`src/rtl/rotfpga_pkg.sv`:
```
// Shared types and CRC helpers for the rotating-tile grid configuration loader.
package rotfpga_pkg;

  typedef enum logic [2:0] {
    StIdle,
    StLoad,
    StShift,
    StDrain,
    StCheck,
    StDone
  } cfg_state_t;

  localparam logic [7:0] CFG_CRC_POLY = 8'h07;

  // One serial step of CRC-8 (MSB-first, no reflection).
  function automatic logic [7:0] crc8_step(input logic [7:0] crc, input logic din);
    logic fb;
    fb = crc[7] ^ din;
    return {crc[6:0], 1'b0} ^ (fb ? CFG_CRC_POLY : 8'h00);
  endfunction

endpackage

```
`src/rtl/rotfpga_cfg_loader_crc8.sv`:
```
// Serial CRC-8 register with synchronous clear and per-bit enable.
module rotfpga_crc8
  import rotfpga_pkg::*;
(
  input  logic       clk,
  input  logic       rst_n,
  input  logic       clr_i,
  input  logic       en_i,
  input  logic       bit_i,
  output logic [7:0] crc_o
);

  logic [7:0] crc_q, crc_d;

  always_comb begin
    crc_d = crc_q;
    if (clr_i) begin
      crc_d = 8'h00;
    end else if (en_i) begin
      crc_d = crc8_step(crc_q, bit_i);
    end
  end

  always_ff @(posedge clk or negedge rst_n) begin
    if (!rst_n) begin
      crc_q <= 8'h00;
    end else begin
      crc_q <= crc_d;
    end
  end

  assign crc_o = crc_q;

endmodule

```
`src/rtl/rotfpga_cfg_loader.sv`:
```
// Scan-chain configuration loader: streams words into the grid chain and returns readback.
// Optional CRC trailer check enabled by defining ROTFPGA_CFG_CRC_EN.
module rotfpga_cfg_loader
  import rotfpga_pkg::*;
#(
  parameter int unsigned CHAIN_LEN = 64,
  parameter int unsigned DATA_W    = 8
) (
  input  logic              clk,
  input  logic              rst_n,
  input  logic              start,
  input  logic              abort,
  input  logic [DATA_W-1:0] in_data,
  input  logic              in_valid,
  output logic              in_ready,
  output logic [DATA_W-1:0] out_data,
  output logic              out_valid,
  input  logic              out_ready,
  output logic              scan_en,
  output logic              scan_out,
  input  logic              scan_in,
  output logic              busy,
  output logic              done,
  output logic              crc_err
);

  localparam int unsigned BEATS  = (CHAIN_LEN + DATA_W - 1) / DATA_W;
  localparam int unsigned LAST_K = CHAIN_LEN - (BEATS - 1) * DATA_W;
  localparam int unsigned BEAT_W = (BEATS > 1) ? $clog2(BEATS) : 1;
  localparam int unsigned CNT_W  = $clog2(DATA_W + 1);

  cfg_state_t        state_q, state_d;
  logic [BEAT_W-1:0] beat_q, beat_d;
  logic [CNT_W-1:0]  cnt_q, cnt_d;
  logic [DATA_W-1:0] sr_q, sr_d;
  logic              last_beat;
  logic [CNT_W-1:0]  k;

  assign last_beat = (beat_q == BEAT_W'(BEATS - 1));
  assign k         = last_beat ? CNT_W'(LAST_K) : CNT_W'(DATA_W);

`ifdef ROTFPGA_CFG_CRC_EN
  logic       crc_clr, crc_en;
  logic [7:0] crc;
  logic [7:0] rx_crc;
  logic       crc_err_q, crc_err_d;

  if (DATA_W >= 8) begin : g_rx_wide
    assign rx_crc = in_data[7:0];
  end else begin : g_rx_narrow
    assign rx_crc = 8'(in_data);
  end

  rotfpga_crc8 u_crc (
    .clk   (clk),
    .rst_n (rst_n),
    .clr_i (crc_clr),
    .en_i  (crc_en),
    .bit_i (sr_q[0]),
    .crc_o (crc)
  );
`endif

  always_comb begin
    state_d = state_q;
    beat_d  = beat_q;
    cnt_d   = cnt_q;
    sr_d    = sr_q;
`ifdef ROTFPGA_CFG_CRC_EN
    crc_clr   = 1'b0;
    crc_en    = 1'b0;
    crc_err_d = crc_err_q;
`endif
    // Abort wins over any handshake presented in the same cycle.
    if (abort && (state_q != StIdle)) begin
      state_d = StIdle;
    end else begin
      unique case (state_q)
        StIdle: begin
          if (start) begin
            state_d = StLoad;
            beat_d  = '0;
`ifdef ROTFPGA_CFG_CRC_EN
            crc_clr   = 1'b1;
            crc_err_d = 1'b0;
`endif
          end
        end
        StLoad: begin
          if (in_valid) begin
            sr_d    = in_data;
            cnt_d   = k;
            state_d = StShift;
          end
        end
        StShift: begin
          sr_d  = (sr_q >> 1) | (DATA_W'(scan_in) << (DATA_W - 1));
          cnt_d = cnt_q - 1'b1;
`ifdef ROTFPGA_CFG_CRC_EN
          crc_en = 1'b1;
`endif
          if (cnt_q == CNT_W'(1)) begin
            state_d = StDrain;
          end
        end
        StDrain: begin
          if (out_ready) begin
            if (!last_beat) begin
              beat_d  = beat_q + 1'b1;
              state_d = StLoad;
            end else begin
`ifdef ROTFPGA_CFG_CRC_EN
              state_d = StCheck;
`else
              state_d = StDone;
`endif
            end
          end
        end
        StCheck: begin
`ifdef ROTFPGA_CFG_CRC_EN
          if (in_valid) begin
            if (rx_crc != crc) begin
              crc_err_d = 1'b1;
            end
            state_d = StDone;
          end
`else
          state_d = StIdle;
`endif
        end
        StDone:  state_d = StIdle;
        default: state_d = StIdle;
      endcase
    end
  end

  always_ff @(posedge clk or negedge rst_n) begin
    if (!rst_n) begin
      state_q <= StIdle;
      beat_q  <= '0;
      cnt_q   <= '0;
      sr_q    <= '0;
    end else begin
      state_q <= state_d;
      beat_q  <= beat_d;
      cnt_q   <= cnt_d;
      sr_q    <= sr_d;
    end
  end

`ifdef ROTFPGA_CFG_CRC_EN
  always_ff @(posedge clk or negedge rst_n) begin
    if (!rst_n) begin
      crc_err_q <= 1'b0;
    end else begin
      crc_err_q <= crc_err_d;
    end
  end
`endif

  // Every output decodes registered state only.
  always_comb begin
    busy      = (state_q != StIdle);
    scan_en   = (state_q == StShift);
    scan_out  = scan_en & sr_q[0];
    out_valid = (state_q == StDrain);
    out_data  = out_valid ? (sr_q >> (CNT_W'(DATA_W) - k)) : '0;
`ifdef ROTFPGA_CFG_CRC_EN
    in_ready  = (state_q == StLoad) || (state_q == StCheck);
    done      = (state_q == StDone) && !crc_err_q;
    crc_err   = crc_err_q;
`else
    in_ready  = (state_q == StLoad);
    done      = (state_q == StDone);
    crc_err   = 1'b0;
`endif
  end

endmodule

```
`config.mk`:
```
export PLATFORM = sky130hd
export DESIGN_NAME = rotfpga_cfg_loader
export DESIGN_NICKNAME = d
export VERILOG_FILES = /design/src/rtl/rotfpga_pkg.sv /design/src/rtl/rotfpga_cfg_loader_crc8.sv /design/src/rtl/rotfpga_cfg_loader.sv
export SDC_FILE = /design/constraint.sdc
export NUM_CORES = 1
export LEC_CHECK = 0
export ABC_AREA = 1
export CAP_MARGIN = 10
export CORE_ASPECT_RATIO = 0.6
export CORE_MARGIN = 5
export CORE_UTILIZATION = 49
export CTS_CLUSTER_SIZE = 16
export DETAILED_ROUTE_END_ITERATION = 10
export GPL_ROUTABILITY_DRIVEN = 0
export HOLD_SLACK_MARGIN = 0.02
export PLACE_DENSITY_LB_ADDON = 0.25
export SYNTH_ARGS = -nofsm -noshare
export SYNTH_HDL_FRONTEND = slang
export SYNTH_HIERARCHICAL = 1
export SYNTH_SLANG_ARGS = --single-unit
export TNS_END_PERCENT = 1
```
`constraint.sdc`:
```
create_clock -name clk -period 1.8 [get_ports clk]
set_input_delay 0.27 -clock clk [delete_from_list [all_inputs] [get_ports clk]]
set_output_delay 0.27 -clock clk [all_outputs]
set_load 0.03 [all_outputs]
```
# Word level (Yosys, flattened, before mapping)
# Cells that the tools add are included.
# op_classes
n_addsub,2
eq_ne,14
muxes,16
bitwise_logic,3
reduce_logical,8
# ops
cell,n
2-to-1 mux 3 bit,9
2-to-1 mux 8 bit,2
case mux 8 bit (2 select lines),1
case mux 3 bit (4 select lines),1
bitwise OR 7 x 8 -> 8 bit,1
case mux 4 bit (2 select lines),1
== test 3 x 2 -> 1 bit (second input constant),2
== test 3 bit (second input constant),2
!= test 2 bit (second input constant),3
!= test 3 x 1 -> 1 bit (second input constant),2
case mux 3 bit (2 select lines),1
AND reduction 5 bit,1
== test 4 x 1 -> 1 bit (second input constant),1
2-to-1 mux 4 bit,1
AND reduction 4 bit,1
nonzero test 2 bit,2
subtractor 4 x 1 -> 4 bit (second input constant),1
adder 3 x 1 -> 3 bit (second input constant),1
== test 3 x 1 -> 1 bit (second input constant),1
logical NOT 3 bit,1
!= test 3 x 2 -> 1 bit (second input constant),1
!= test 3 bit (second input constant),1
AND reduction 3 bit,1
nonzero test 3 bit,1
other kinds (4),4
# word_totals
reg_bits,18
inputBits,15
output_inout_bits,15
elab_cells,47

# Longest topological paths before layout
# logic_depth
word_depth,5
mapped_depth,8
depth_no_buf,8

# Least setup slack after synthesis
# No wires, ideal clock.
# synth_path
kind,register to output
start,register state_q[1]
end,output port out_data[0]
arrival_ps,1425
t_required_ps,1530
setup_slack_ps,105
path_stages_with_launch,6
path_buffers,1
cell_sequence,dfrtp_1 nand2_2 nor2_4 inv_2 buf_2 nor2_1
# synth_between
elab_chain_len,2
# synth_rtl
item,line_no,rtl
from (decl),rotfpga_cfg_loader.sv:32,"cfg_state_t state_q, state_d;"
from (signal assigned),rotfpga_cfg_loader.sv:140,state_q <= StIdle;
from (signal assigned),rotfpga_cfg_loader.sv:145,state_q <= state_d;
== test 3 x 2 -> 1 bit,rotfpga_cfg_loader.sv:167,out_valid = (state_q == StDrain);
net out_valid,rotfpga_cfg_loader.sv:17,"output logic out_valid,"
2-to-1 mux 8 bit,rotfpga_cfg_loader.sv:168,out_data = out_valid ? (sr_q >> (CNT_W'(DATA_W) - k)) : '0;
to (decl),rotfpga_cfg_loader.sv:16,"output logic [DATA_W-1:0] out_data,"
# The timed path passes the listed nets, and every way through them passes these cells.

# Final worst setup path
# layout_path
start,register state_q[0]
end,output port done
# layout_between
elab_chain_len,1
# layout_rtl
item,line_no,rtl
== test 3 bit,rotfpga_cfg_loader.sv:175,done = (state_q == StDone);
to (decl),rotfpga_cfg_loader.sv:23,"output logic done,"
# No other way between the ends.

==> reports/results.ini <==
[critical_path]
crit_path_end_kind = primary output
startpoint_type = flop
cp_max_fo = 6
critPathRequiredTime_ns = 1.53
crit_type = flop to primary output
arrival_ns = 1.45

[placement]
dpl.hpwl_um = 1980
dpl.cell_count = 213
portBuffers = 28
place_area_um2 = 1490
pre_cts_ws_ns = 0.0394

[power]
p_leak_nw = 0.801
vdd_ir_drop_max_mv = 0.688
power_mw = 2.47
power.density_nw_per_um2 = 1610

[detailed_routing]
routed_wl_um = 2510
wl_per_cell_um = 11.6
vias = 1034
wl_met3_um = 84
highest_layer = met4
drc = 0
first_pass_iters = 4
via_per_inst = 4.76
wl_met1_um = 1120
drtIter0Drc = 27
met2_wirelength_um = 1300
postRouteAntennaNets = 0

[worst_hold_path]
hp-class = input port to async pin

[logic_synthesis]
syn_area_um2 = 1220
synth_top_area_share_pct = 37.0
netlist_instances = 155
yosys_register_bits = 18
seq_area_frac_synth_pct = 37.0
yosysUniqueCellTypes = 27
syn-num-nets = 174
yosys_warnings = 6
synth_area_per_cell_um2 = 7.85
yosys-top-cells-area = dfrtp_1 (37%), nand2_1 (13%), o21ai_2 (7.2%), inv_1 (6.5%), nor2_1 (4.3%)
synth-edff-count = 0
synth_top_area_cell = dfrtp_1
synthFlopType = dfrtp_1
synthArstFlopShare_pct = 100

[clocking]
cts.sinks = 18
clk_pin_slew_ns = 0.07
cts_tree = yes
cts_root_buffer = clkbuf_8
clockBufferDepth = 2
htree_levels = 1
cts_buffers = 3
cts_setup_buffers = 0
clock_latency_ns = 0.25

[sta]
hold_viol = 0
maxSlewViolCount = 0
finalSetupViolations = 0
min_period_ns = 1.72
worst_slack_ns = 0.0772
fmax_ghz = 0.580
fin_crit_sh_pct = 95.7
fin_skew_ns = 0.00345
fin_tns_setup_ns = 0
hold_slack_ns = 0.342
rsz0062_at_grt = no

[finish]
n_antenna_cell = 0
fin_util_pct = 63.1
layout.cells.non_filler = 217
areaGrowthSynthToFinish_pct = 26.2
postLayoutCellArea_um2 = 1540
nets = 205
drive_above_1_share_pct = 23.8

[job]
drv_cap = 0

[grt]
overflow = 0
grt_max_degree = 21
grt_pass1_vias = 986
grt_antenna_before_repair = 0
grt_pass1_wl_um = 4370
grt_util_all_layers_pct = 15.4

[outcome]
status = completed

[floorplanning]
core_region_area_um2 = 2430
initial_core_util_pct = 49.9
dieArea_um2 = 3610
num_rows = 14
die_w_um = 74.3
fp.dieH_um = 48.6
boundaryPins = 30

[cells in the final DEF, fill, tap and decap left out, types with 2 or more instances in the layout]
| master | count |
|---|---|
| nand3_4 | 2 |
| ha_1 | 4 |
| inv_1 | 21 |
| nand2_2 | 4 |
| nand2_4 | 2 |
| nor2_4 | 3 |
| clkdlybuf4s50_1 | 14 |
| inv_2 | 2 |
| nor2_1 | 14 |
| o21ai_2 | 10 |
| nand4_1 | 2 |
| o21ai_0 | 8 |
| dfrtp_1 | 18 |
| nand2_1 | 42 |
| nor3_1 | 2 |
| buf_4 | 13 |
| clkbuf_8 | 4 |
| dlygate4sd2_1 | 3 |
| nand3_1 | 8 |
[state kept, by name, summed over array words and instances (netlist names)]
name	count
sr_q	8
state_q	3
cnt_q	4
beat_q	3
[metal layers]
| metal | vias up | global-route usage [%] |
|---|---|---|
| li1 | 537 | - |
| met1 | 481 | 19.8 |
| met2 | 14 | 25.9 |
| met3 | 2 | 5.37 |
| met4 | 0 | 1.78 |
| met5 | - | 0 |
[cell type report]
type                    count  area (µm²)
multi-input cells         108         624
clock buffers               4        55.1
flip-flops and latches     18         450
repair buffers             31         273
well taps                  32        40.0
inverters                  24        92.6
fillers                   233         900
[power by group]
group          internal, mW  leakage (nW)  switching, mW
Clock                 0.194        0.0288          0.129
Sequential            0.566         0.231         0.0928
Combinational         0.524         0.541          0.967
[repair_timing]
action	in CTS	in global routing
endpoints found under the setup margin	4	1
resized for setup	4	2
hold buffers	0	0
[worst max-delay path, stage by stage, from the launching register on]
cell and delay, ns:
dfrtp_1 0.49, inv_2 0.13, nor3_1 0.18, dlygate4sd1_1 0.41
[final timing paths]
check | startpoint | end | slack [ns] | cells after the start
setup / recovery | state_q[0] | done | 0.08 | 3
hold / removal | rst_n | sr_q[0] | 0.34 | 2
setup reg to reg | state_q[0] | sr_q[5] | 0.22 | 7
hold reg to reg | beat_q[2] | beat_q[2] | 0.48 | 2
max in group asynchronous | rst_n | sr_q[3] | 1.26 | 2
min in group clk | beat_q[2] | beat_q[2] | 0.48 | 2
[Yosys cell counts (2+ instances only)]
master	number
nand4_1	2
ha_1	4
nand3_1	8
inv_1	21
nand3_4	2
nand2_1	42
nand2_4	2
nor3_1	2
nor2_1	14
inv_2	2
nor2_4	3
dfrtp_1	18
buf_2	2
o21ai_2	10
o21ai_0	8
nand2_2	4
[kinds of logic (layout without fill, tap and decap cells)]
family	after synthesis	count (layout)	synth area share [%]
buffers and inverters	29	59	11.6
and+or+nand+nor	81	81	33.3
other	1	1	0.308
adders and majority gates	4	4	4.12
xor gates and xnor gates	2	2	1.44
DFF	18	18	37.0
AOI/OAI and AO/OA	20	20	12.1
Power figures use the tool's default switching activity.
